**src/rtl/key_led_pkg.sv**
```systemverilog
// key_led_pkg
// Shared definitions for the single-key LED mode controller:
//   - display mode encodings (mode_e)
//   - LED bank width
//   - the pattern each mode starts from when it is entered
//   - helpers for stepping the mode and looking up its load pattern
package key_led_pkg;

    localparam int LED_W = 4;

    typedef enum logic [1:0] {
        MODE_SHL   = 2'd0,
        MODE_SHR   = 2'd1,
        MODE_BLINK = 2'd2,
        MODE_ON    = 2'd3
    } mode_e;

    localparam logic [LED_W-1:0] LOAD_SHL   = 4'b0001;
    localparam logic [LED_W-1:0] LOAD_SHR   = 4'b1000;
    localparam logic [LED_W-1:0] LOAD_BLINK = 4'b0000;
    localparam logic [LED_W-1:0] LOAD_ON    = 4'b1111;

    // Modes advance in encoding order and wrap from MODE_ON back to MODE_SHL.
    function automatic mode_e next_mode(input mode_e m);
        logic [1:0] v;
        v = m + 2'd1;
        return mode_e'(v);
    endfunction

    function automatic logic [LED_W-1:0] load_pattern(input mode_e m);
        logic [LED_W-1:0] p;
        case (m)
            MODE_SHL:   p = LOAD_SHL;
            MODE_SHR:   p = LOAD_SHR;
            MODE_BLINK: p = LOAD_BLINK;
            default:    p = LOAD_ON;
        endcase
        return p;
    endfunction

endpackage

```
**src/rtl/key_led_debounce.sv**
```systemverilog
// key_debounce
// Synchronizes a raw active-low push-button, debounces it and emits a
// one-cycle press pulse on each accepted released->pressed transition.
// Ports:
//   clk     system clock, rising edge
//   rst_n   synchronous active-low reset
//   key_in  raw asynchronous key (idle 1, pressed 0)
//   press   registered 1-cycle pulse when the debounced key goes 1->0
// Parameter DEBOUNCE_CYCLES (>= 2): cycles the synchronized key must
// disagree with the stable state before the new level is accepted.
module key_debounce
    import key_led_pkg::*;
#(
    parameter int DEBOUNCE_CYCLES = 1000000
) (
    input  logic clk,
    input  logic rst_n,
    input  logic key_in,
    output logic press
);

    localparam int CNT_W = $clog2(DEBOUNCE_CYCLES);
    localparam logic [CNT_W-1:0] CNT_MAX = CNT_W'(DEBOUNCE_CYCLES - 1);

    logic             sync1;
    logic             sync2;
    logic             stable;
    logic [CNT_W-1:0] cnt;

    // Two-flop synchronizer; resets to the released level so a key held
    // through reset is seen as a fresh press afterwards.
    always_ff @(posedge clk) begin
        if (!rst_n) begin
            sync1 <= 1'b1;
            sync2 <= 1'b1;
        end else begin
            sync1 <= key_in;
            sync2 <= sync1;
        end
    end

    // The counter only runs while the synchronized key disagrees with the
    // stable level, so any bounce back clears it. The press pulse is raised
    // on the same edge the stable level falls, and only for falls.
    always_ff @(posedge clk) begin
        if (!rst_n) begin
            stable <= 1'b1;
            cnt    <= '0;
            press  <= 1'b0;
        end else begin
            press <= 1'b0;
            if (sync2 == stable) begin
                cnt <= '0;
            end else if (cnt == CNT_MAX) begin
                stable <= sync2;
                cnt    <= '0;
                press  <= ~sync2;
            end else begin
                cnt <= cnt + CNT_W'(1);
            end
        end
    end

endmodule

```
**src/rtl/key_led_ctrl.sv**
```systemverilog
// key_led_ctrl
// Single-key LED mode controller. Each debounced press advances a 2-bit
// display mode; the LED bank shows the pattern for that mode, stepping once
// every STEP_CYCLES cycles.
// Ports:
//   clk    system clock (50 MHz), rising edge
//   rst_n  synchronous active-low reset
//   key    raw push-button, active-low
//   mode   current display mode (debug visibility)
//   led    LED drive, led[0] is the rightmost LED
// Parameters: DEBOUNCE_CYCLES (>= 2), STEP_CYCLES (>= 2).
// Build option: define LED_ACTIVE_LOW_EN to drive led inverted for boards
// with active-low LEDs; mode and timing are unchanged.
module key_led_ctrl
    import key_led_pkg::*;
#(
    parameter int DEBOUNCE_CYCLES = 1000000,
    parameter int STEP_CYCLES     = 25000000
) (
    input  logic             clk,
    input  logic             rst_n,
    input  logic             key,
    output logic [1:0]       mode,
    output logic [LED_W-1:0] led
);

    localparam int STEP_W = $clog2(STEP_CYCLES);
    localparam logic [STEP_W-1:0] STEP_MAX = STEP_W'(STEP_CYCLES - 1);

    logic              press;
    logic              tick;
    mode_e             mode_q;
    mode_e             mode_d;
    logic [STEP_W-1:0] step_q;
    logic [STEP_W-1:0] step_d;
    logic [LED_W-1:0]  pattern_q;
    logic [LED_W-1:0]  pattern_d;

    key_debounce #(
        .DEBOUNCE_CYCLES(DEBOUNCE_CYCLES)
    ) u_debounce (
        .clk    (clk),
        .rst_n  (rst_n),
        .key_in (key),
        .press  (press)
    );

    assign tick = (step_q == STEP_MAX);

    // Next-state logic. A press takes priority over a coincident tick: the
    // new mode's load pattern is taken and the step timer restarts, so the
    // first step of the new mode comes a full STEP_CYCLES later.
    always_comb begin
        mode_d    = mode_q;
        pattern_d = pattern_q;
        step_d    = step_q + STEP_W'(1);
        if (press) begin
            mode_d    = next_mode(mode_q);
            pattern_d = load_pattern(mode_d);
            step_d    = '0;
        end else if (tick) begin
            step_d = '0;
            case (mode_q)
                MODE_SHL:   pattern_d = {pattern_q[LED_W-2:0], pattern_q[LED_W-1]};
                MODE_SHR:   pattern_d = {pattern_q[0], pattern_q[LED_W-1:1]};
                MODE_BLINK: pattern_d = ~pattern_q;
                default:    pattern_d = pattern_q;
            endcase
        end
    end

    // State register for mode, step timer and LED pattern.
    always_ff @(posedge clk) begin
        if (!rst_n) begin
            mode_q    <= MODE_SHL;
            step_q    <= '0;
            pattern_q <= LOAD_SHL;
        end else begin
            mode_q    <= mode_d;
            step_q    <= step_d;
            pattern_q <= pattern_d;
        end
    end

    assign mode = mode_q;

`ifdef LED_ACTIVE_LOW_EN
    assign led = ~pattern_q;
`else
    assign led = pattern_q;
`endif

endmodule

```
**config.mk**
```make
export PLATFORM = sky130hd
export DESIGN_NAME = key_led_ctrl
export DESIGN_NICKNAME = d
export VERILOG_FILES = /design/src/rtl/key_led_pkg.sv /design/src/rtl/key_led_debounce.sv /design/src/rtl/key_led_ctrl.sv
export SDC_FILE = /design/constraint.sdc
export NUM_CORES = 1
export LEC_CHECK = 0
export CAP_MARGIN = 10
export CORE_MARGIN = 2
export CORE_UTILIZATION = 55
export DETAILED_ROUTE_END_ITERATION = 8
export GPL_TIMING_DRIVEN = 0
export HOLD_SLACK_MARGIN = 0.15
export PLACE_DENSITY = 0.73
export SYNTH_ARGS = -nofsm -noshare
export SYNTH_HDL_FRONTEND = slang
export SYNTH_SLANG_ARGS = --single-unit
```
**constraint.sdc**
```tcl
create_clock -name clk -period 5.9 [get_ports clk]
set_input_delay 1.77 -clock clk [delete_from_list [all_inputs] [get_ports clk]]
set_output_delay 1.77 -clock clk [all_outputs]
set_load 0.03 [all_outputs]
```
==> run_results.csv, run 1 <==
group,metric,value,unit
final_layout,n_antenna_cell,0,
synthesis,syn_area,0.00264,sq mm
power_and_ir_drop,irDropWorstVdd,0.179,mV
drt,drt_iter0_drc,109,
sta,tightest_slew,0.519,ns
final_layout,fin_area,0.00289,sq mm
floorplan,num_rows,25,
sta,rsz0062_at_grt,"false",
clock_network,cts_buffer_depth,2,
min_path,hp-class,"reg2reg",
placed_design,dp_cells,367,
synthesis,yosys_warnings,0,
drt,drt-total-wl,4730,um
synthesis,yosys.area_share.simple,29.6,%
drt,vias_per_cell,5.70,
job,drv_cap,0,
drt,first_pass_iters,4,
synthesis,syn_area_per_cell,8.66,sq um
worst_setup_path,worstSetupEndpointType,"primary output",
sta,fin_crit_sh,54.6,%
synthesis,synthAdderAreaFrac,2.84,%
global_routing,gr-total-overflow,0,
sta,slew_headroom,65.4,%
clock_network,clock_sinks,55,
synthesis,synth-xor-area-share,8.95,%
placed_design,portBuffers,8,
clock_network,h-tree-depth,2,
worst_setup_path,crit_family,"buffers and inverters",
clock_network,insertion_delay,0.29,ns
status,status,"complete, no violations",
worst_setup_path,cp.arrival,1.45,ns
floorplan,dieArea,0.00538,sq mm
drt,vias,2133,
final_layout,drive_gt1_share,7.50,%
sta,setup_viol,0,
worst_setup_path,cp.required,4.13,ns
worst_setup_path,crit_path_max_fanout,6,
drt,wl_per_cell,12.6,um
sta,period_needed,3.22,ns
synthesis,ys_seq_elements,55,
power_and_ir_drop,p_leak,0.895,nW
synthesis,synthMuxAreaShare,2.27,%
worst_setup_path,crit_buf_inv,1,
global_routing,grt_first_pass_wirelength,8390,um
final_layout,instances_no_fill,374,
clock_network,post_cts_resized,0,
placed_design,dpl_cell_area,0.00279,sq mm
placed_design,dp_hpwl,3430,um
sta,fmax,311,MHz
final_layout,area_growth_syn_to_layout,9.47,%
final_layout,fill_cells,422,
floorplan,start_util,56.3,%
synthesis,synth_cells,305,
synthesis,synth-compound-area-share,11.2,%
floorplan,chipWidth,73.3,um
global_routing,antenna_found_initial,0,
final_layout,layout_commonest_cell,"dfxtp_1",
worst_setup_path,crit_path_start_kind,"flop",
worst_setup_path,crit_slowest_cell,"clkdlybuf4s50_1",
global_routing,grt_max_degree,16,
drt,postRouteAntennaNets,0,
floorplan,core-area,0.00469,sq mm
final_layout,final_cell_mix,"dfxtp_1, nor2_1, nand2_1",
clock_network,clock-root-buffer,"clkbuf_8",
worst_setup_path,worstSetupPathType,"reg2out",
synthesis,ys_types,46,
sta,hold_viol_final,0,
sta,tns,0,ns
floorplan,io_pins,9,
sta,report.final.slew_viol_count,0,
placed_design,place.gp.congestion,0.792,
global_routing,gr-usage-all-layers,19.4,%
final_layout,final_nets,329,
worst_setup_path,crit_path_max_incr_delay,0.71,ns
clock_network,cts.clk_slew.worst_paths,0.09,ns
floorplan,fp.dieH,73.3,um
power_and_ir_drop,power_density,217,mW/mm^2
drt,drc,0,
clock_network,cts_setup_buffers,0,
synthesis,synth_top_family_by_area,"simple AND/OR/NAND/NOR gates",
clock_network,cts_tree,"done",
synthesis,yosysSeqAreaShare,41.7,%
clock_network,cts_buffers,5,
worst_setup_path,crit_chain,"clkdlybuf4s50_1",
clock_network,cts-hold-fix-buffers,0,
synthesis,syn-num-nets,314,
sta,finClkSkew,0.00472,ns
global_routing,grt_pass1_vias,1892,
[state kept, by name (all words and copies together) (netlist names)]
name               count
step_q                25
led                    4
u_debounce.cnt        20
u_debounce.sync2       1
u_debounce.stable      1
mode                   2
u_debounce.sync1       1
u_debounce.press       1
[cells by family (layout without fill, tap and decap cells)]
group,after synthesis,count (layout)
flip-flops,55,55
AO/OA/AOI/OAI,46,46
adder cells (fa/ha/maj),6,6
XOR/XNOR,27,27
multiplexers,6,6
AND/OR/NAND/NOR,145,145
buffers and inverters,20,35
[synth_stat cells, drive strengths merged]
library cell / instances / area share (%)
a21oi: 15 / 3.0
a221o: 1 / 0.38
a311oi: 3 / 0.99
a31oi: 1 / 0.24
a41o: 1 / 0.43
a41oi: 1 / 0.62
and2: 2 / 0.47
and3: 1 / 0.24
and4: 4 / 1.4
buf: 7 / 1.6
clkbuf: 4 / 0.57
dfxtp: 55 / 42
ha: 6 / 2.8
inv: 9 / 1.3
mux2i: 6 / 2.3
nand2: 22 / 3.1
nand2b: 6 / 1.4
nand3: 20 / 4.0
nand3b: 1 / 0.28
nand4: 8 / 2.1
nor2: 40 / 5.7
nor2b: 2 / 0.47
nor3: 6 / 1.1
nor4: 6 / 1.7
nor4b: 1 / 0.33
o211ai: 1 / 0.28
o21a: 2 / 0.57
o21ai: 14 / 2.7
o21ba: 1 / 0.38
o31ai: 6 / 1.7
or2: 1 / 0.24
or3: 12 / 2.8
or4: 9 / 2.7
or4b: 3 / 1.1
or4bb: 1 / 0.43
xnor2: 18 / 6.0
xor2: 9 / 3.0
[where the power goes]
group | leakage [nW] | total (mW) | internal (mW) | switching [mW]
registers | 0.444 | 0.376 | 0.373 | 0.00262
logic | 0.400 | 0.0138 | 0.00577 | 0.00805
clock network | 0.0513 | 0.238 | 0.125 | 0.113
[final timing paths]
path	cells after the start	slack, ns	endpoint	start
max reg2reg	6	3.68	step_q[22]	step_q[0]
max	1	2.68	mode[0]	mode[0]
min	1	0.43	u_debounce.sync2	u_debounce.sync1
min reg2reg	1	0.43	u_debounce.sync2	u_debounce.sync1
[metal layers]
layer / GRT usage, % / vias up / wire length [um]
li1: - / 1118 / -
met1: 27.4 / 991 / 2470
met2: 30.0 / 22 / 2120
met3: 3.57 / 2 / 112
met4: 6.26 / 0 / 27
met5: 0 / - / 0
[area by class of cell]
cell class / instances / area [sq um] / share of cell area, %
multi-input combinational: 230 / 1450 / 50.2
sequential: 55 / 1100 / 38.1
timing repair buffer: 8 / 80.1 / 2.77
clock buffer: 6 / 72.6 / 2.51
tap: 54 / 67.6 / 2.34
buffer: 11 / 56.3 / 1.95
inverter: 9 / 33.8 / 1.17
clock inverter: 1 / 30.0 / 1.04
[stage by stage]
step | hold slack (ns) | util, % | total power [mW] | setup slack [ns]
after floorplan | 0.386 | - | 0.394 | 3.49
after global placement | 0.388 | 59.5 | 0.399 | 2.71
after detailed placement | 0.411 | 59.5 | 0.399 | 2.71
after CTS | 0.433 | 61.7 | 0.635 | 2.66
after global routing | 0.453 | 61.7 | 0.654 | 2.61
final | 0.428 | 61.7 | 0.627 | 2.68
Note: power is estimated with default switching activity, not from simulation.
==> run 2: changes to the inputs <==
- CORE_UTILIZATION: 55 -> 54
- PLACE_DENSITY: 0.73 -> 0.74
- clock period: 5.9 -> 2.7 ns (I/O delays scaled with it)
==> run 2 against run 1 <==
Net effect:
- die area increased by 1.8%
- routed wire length increased by 2.8%
- highest routed layer unchanged
- flip-flop and latch count unchanged
- clock power increased by 84%
- clock-buffer cell count unchanged
- clock skew increased by 0.0039 ns
- register-to-register slack got worse by 3.2 ns
- design area about the same
- worst hold slack got worse by 0.015 ns
- critical path depth unchanged
- cell count increased by 3.7%
==> run_results.csv, run 2 (same netlist as run 1, synthesis figures left out) <==
group,metric,value,unit
floorplan,io_pins,9,
placed_design,dp_hpwl,3510,um
min_path,hold_depth,1,
worst_setup_path,crit_chain,"clkdlybuf4s50_1",
power_and_ir_drop,irDropWorstVdd,0.324,mV
floorplan,num_rows,25,
drt,drc,0,
global_routing,antenna_found_initial,0,
worst_setup_path,crit_family,"buffers and inverters",
final_layout,top_register,"step_q",
sta,period_needed,2.27,ns
floorplan,chipWidth,74.0,um
global_routing,grt_max_degree,17,
worst_setup_path,cp.depth,1,
min_path,hp-class,"reg2reg",
final_layout,area_growth_syn_to_layout,9.42,%
job,drv_cap,0,
clock_network,cts.clk_slew.worst_paths,0.09,ns
global_routing,gr-usage-all-layers,19.6,%
clock_network,cts_setup_buffers,0,
sta,finClkSkew,0.00865,ns
global_routing,grt_pass1_vias,1959,
final_layout,final_cell_mix,"dfxtp_1, nor2_1, nand2_1",
drt,vias_per_cell,5.56,
sta,tightest_slew,0.509,ns
drt,drt-total-wl,4860,um
global_routing,gr-total-overflow,0,
worst_setup_path,crit_buf_inv,1,
final_layout,layout_commonest_cell,"dfxtp_1",
worst_setup_path,reg2reg_slack,0.49,ns
clock_network,cts_tree,"done",
status,status,"complete, no violations",
drt,vias,2156,
drt,postRouteAntennaNets,0,
sta,setup_viol,0,
min_path,hold_start,"u_debounce.sync1",
clock_network,cts-hold-fix-buffers,0,
final_layout,n_antenna_cell,0,
final_layout,drive_gt1_share,7.79,%
worst_setup_path,crit_path_max_incr_delay,0.71,ns
sta,report.final.slew_viol_count,0,
clock_network,h-tree-depth,2,
floorplan,core-area,0.00472,sq mm
worst_setup_path,r2r_cells,6,
placed_design,place.gp.congestion,0.813,
sta,hold_viol_final,0,
global_routing,grt_first_pass_wirelength,8420,um
worst_setup_path,worstSetupEndpointType,"primary output",
drt,first_pass_iters,4,
clock_network,cts_buffer_depth,2,
clock_network,post_cts_resized,0,
floorplan,start_util,55.9,%
power_and_ir_drop,power_density,446,mW/mm^2
min_path,min_to,"u_debounce.sync2",
sta,timing.final.ws_setup,0.426,ns
sta,rsz0062_at_grt,"false",
drt,wl_per_cell,12.5,um
placed_design,place_ws,0.460,ns
sta,tns,0,ns
power_and_ir_drop,p_leak,0.885,nW
power_and_ir_drop,finalPower,1.29,mW
final_layout,final_nets,329,
floorplan,fp.dieH,74.0,um
placed_design,portBuffers,8,
floorplan,dieArea,0.00547,sq mm
sta,fin_crit_sh,84.2,%
worst_setup_path,crit_path_start_kind,"flop",
worst_setup_path,reg2reg_from,"step_q[0]",
worst_setup_path,crit_path_max_fanout,6,
sta,fmax,440,MHz
worst_setup_path,crit_slowest_cell,"clkdlybuf4s50_1",
clock_network,clock_sinks,55,
clock_network,clock-root-buffer,"clkbuf_8",
worst_setup_path,cp.required,1.89,ns
clock_network,insertion_delay,0.31,ns
worst_setup_path,cp.arrival,1.46,ns
drt,drt_iter0_drc,87,
final_layout,largest_register_ffs,25,
worst_setup_path,reg2reg_to,"step_q[22]",
sta,slew_headroom,66.1,%
clock_network,cts_buffers,5,
worst_setup_path,worstSetupPathType,"reg2out",
==> run 2: cell count changes in the layout (fill, tap and decap cells not counted), sizes merged <==
cell      change
clkinvlp      +1
bufinv        -1
clkinv        +1
==> run 2: through the flow <==
stage	instances	instance area (sq um)	hold WS [ns]	util [%]
4_1_cts	388	2890	0.414	61.2
6_report	388	2890	0.414	61.2
2_1_floorplan	305	2640	0.386	-
5_1_grt	388	2890	0.478	61.2
3_5_place_dp	380	2810	0.392	59.4
3_3_place_gp	380	2810	0.388	59.4
==> run 2: cell type report <==
| cell class | count | area [sq um] |
|---|---|---|
| flip-flops and latches | 55 | 1100 |
| repair buffers | 8 | 80.1 |
| fillers | 447 | 1830 |
| inverters | 9 | 33.8 |
| plain buffers | 11 | 56.3 |
| well taps | 67 | 83.8 |
| multi-input cells | 230 | 1450 |
| clock buffers | 6 | 72.6 |
| clock inverters | 2 | 12.5 |
==> run 2: worst max path at each step <==
stage	end	slack (ns)	startpoint
after floorplan	step_q[22]	0.69	step_q[0]
after global placement	step_q[19]	0.47	rst_n
after detailed placement	step_q[18]	0.46	rst_n
after CTS	mode[0]	0.41	mode[0]
after global routing	mode[0]	0.36	mode[0]
final	mode[0]	0.43	mode[0]
==> run 2: metal layers <==
layer | up-vias | track usage, % | routed length, um | part of all wire (%)
li1 | 1116 | - | - | -
met1 | 1006 | 25.1 | 2410 | 50
met2 | 28 | 31.5 | 2220 | 46
met3 | 6 | 4.47 | 153 | 3.1
met4 | 0 | 8.69 | 77 | 1.6
met5 | - | 0 | 0 | 0
==> run 2: power breakdown <==
group | total, mW | internal (mW) | switching, mW
clock | 0.438 | 0.182 | 0.256
combinational | 0.0302 | 0.0126 | 0.0176
sequential | 0.822 | 0.816 | 0.00589
total | 1.29 | 1.01 | 0.280
==> run 3: changes to the inputs <==
- CORE_UTILIZATION: 54 -> 55
- PLACE_DENSITY: 0.74 -> 0.73
- clock period: 2.7 -> 2.2 ns (I/O delays scaled with it)
==> run 3 against run 2 <==
Net effect:
- global-route usage about the same
- clock-buffer cell count unchanged
- largest power group unchanged
- combinational power increased by 25%
==> run_results.csv, run 3 (same netlist as run 1, synthesis figures left out) <==
group,metric,value,unit
clock_network,cts_setup_buffers,0,
global_routing,grt_max_degree,16,
global_routing,gr-total-overflow,0,
worst_setup_path,cp.arrival,2.37,ns
floorplan,core-area,0.00469,sq mm
final_layout,ff_latch_area,0.00110,sq mm
final_layout,top_register,"step_q",
floorplan,io_pins,9,
final_layout,fill_cells,419,
sta,hold_viol_final,0,
sta,report.final.slew_viol_count,0,
worst_setup_path,cp.depth,6,
placed_design,portBuffers,8,
worst_setup_path,cp-endpoint,"step_q[22]",
final_layout,n_antenna_cell,0,
final_layout,final_cell_mix,"dfxtp_1, nor2_1, nand2_1",
floorplan,fp.dieH,73.3,um
final_layout,largest_register_ffs,25,
drt,dr_wl_met3,118,um
drt,wl_per_cell,12.7,um
status,status,"complete, no violations",
worst_setup_path,reg2reg_to,"step_q[22]",
power_and_ir_drop,p_leak,0.911,nW
floorplan,start_util,56.3,%
clock_network,clock_sinks,55,
final_layout,final_nets,329,
drt,vias,2142,
power_and_ir_drop,irDropWorstVdd,0.479,mV
sta,period_needed,2.14,ns
worst_setup_path,worstSetupEndpointType,"flop",
worst_setup_path,r2r_cells,6,
final_layout,area_growth_syn_to_layout,9.99,%
drt,wl_met2,2140,um
job,drv_cap,0,
global_routing,antenna_found_initial,0,
placed_design,place_ws,-0.00852,ns
drt,first_pass_iters,4,
worst_setup_path,reg2reg_from,"step_q[0]",
clock_network,insertion_delay,0.30,ns
drt,postRouteAntennaNets,0,
sta,fin_crit_sh,97.4,%
min_path,hp-class,"reg2reg",
clock_network,h-tree-depth,2,
worst_setup_path,crit_path_start_kind,"flop",
final_layout,multiInputGateArea,0.00146,sq mm
worst_setup_path,worstSetupPathType,"reg2reg",
worst_setup_path,crit_buf_inv,1,
sta,slew_headroom,65.4,%
drt,vias_per_cell,5.73,
drt,wl_met1,2460,um
power_and_ir_drop,finalPower,1.68,mW
worst_setup_path,crit_slowest_cell,"or4_1",
power_and_ir_drop,power_density,580,mW/mm^2
worst_setup_path,crit_chain,"ha_2, nand4_2, or4_1, buf_2, or4_4, a21oi_2",
worst_setup_path,startpoint,"step_q[0]",
clock_network,cts_buffer_depth,2,
worst_setup_path,crit_family,"simple AND/OR/NAND/NOR gates",
placed_design,dp_hpwl,3430,um
floorplan,dieArea,0.00538,sq mm
worst_setup_path,crit_path_max_incr_delay,0.54,ns
global_routing,gr-usage-all-layers,19.5,%
final_layout,drive_gt1_share,8.44,%
worst_setup_path,cp.required,2.43,ns
sta,finClkSkew,0.00499,ns
sta,tightest_slew,0.519,ns
clock_network,cts_tree,"done",
sta,setup_viol,0,
sta,timing.final.ws_setup,0.0577,ns
clock_network,cts-hold-fix-buffers,0,
global_routing,grt_first_pass_wirelength,8450,um
sta,fmax,467,MHz
global_routing,grt_pass1_vias,1909,
drt,drt-total-wl,4740,um
drt,drt_iter0_drc,96,
clock_network,cts.clk_slew.worst_paths,0.09,ns
clock_network,clock-root-buffer,"clkbuf_8",
final_layout,layout_commonest_cell,"dfxtp_1",
worst_setup_path,crit_path_max_fanout,9,
worst_setup_path,reg2reg_slack,0.06,ns
final_layout,fin_area,0.00291,sq mm
clock_network,cts_buffers,5,
floorplan,num_rows,25,
floorplan,chipWidth,73.3,um
placed_design,dpl_cell_area,0.00279,sq mm
drt,top_layer,"met4",
drt,drc,0,
placed_design,place.gp.congestion,0.792,
-- run 3: cell type report --
| type | count | share of cell area, % |
|---|---|---|
| Buffer | 11 | 1.94 |
| Sequential cell | 55 | 38.0 |
| Timing Repair Buffer | 8 | 2.76 |
| Inverter | 9 | 1.16 |
| Multi-Input combinational cell | 230 | 50.3 |
| Clock inverter | 1 | 1.03 |
| Tap cell | 54 | 2.32 |
| Clock buffer | 6 | 2.50 |
-- run 3: how the worst min path moves through the flow --
stage,startpoint,to,slack (ns),cells past startpoint
floorplan,u_debounce.sync1,u_debounce.sync2,0.39,1
global placement,u_debounce.sync1,u_debounce.sync2,0.39,1
detailed placement,u_debounce.sync1,u_debounce.sync2,0.41,1
CTS,u_debounce.sync1,u_debounce.sync2,0.43,1
global route,u_debounce.sync1,u_debounce.sync2,0.45,1
finish,u_debounce.sync1,u_debounce.sync2,0.43,1
-- run 3: worst register-to-register path: cells and delay by family, from the launching register on --
kind            cells  cell delay [ns]
simple gates        3             1.13
buf+inv             1             0.19
fa+ha+maj           1             0.23
flops               1             0.37
compound gates      1             0.16
-- run 3: routing by layer --
metal,track usage (%),vias up
met3,3.57,2
met4,6.26,0
met2,30.3,22
met5,0,-
met1,27.6,1001
li1,-,1117
-- run 3: stage by stage --
stage	hold slack (ns)	std cells	TNS [ns]	utilization [%]
CTS	0.433	374	0	61.7
floorplan	0.386	305	0	-
global route	0.453	374	-0.00862	61.9
detailed placement	0.411	367	-0.00852	59.5
finish	0.429	374	0	61.9
global placement	0.388	367	0	59.5
-- run 3: power by group --
group | total, mW | switching (mW) | internal [mW]
Clock | 0.637 | 0.303 | 0.334
Combinational | 0.0376 | 0.0217 | 0.0159
Sequential | 1.01 | 0.00727 | 1.00
-- run 3: timing repair --
action | in CTS | in global routing
pin swaps | 0 | 1
endpoints found under the hold margin | 0 | 0
resized for setup | 2 | 2
endpoints found under the setup margin | 1 | 19
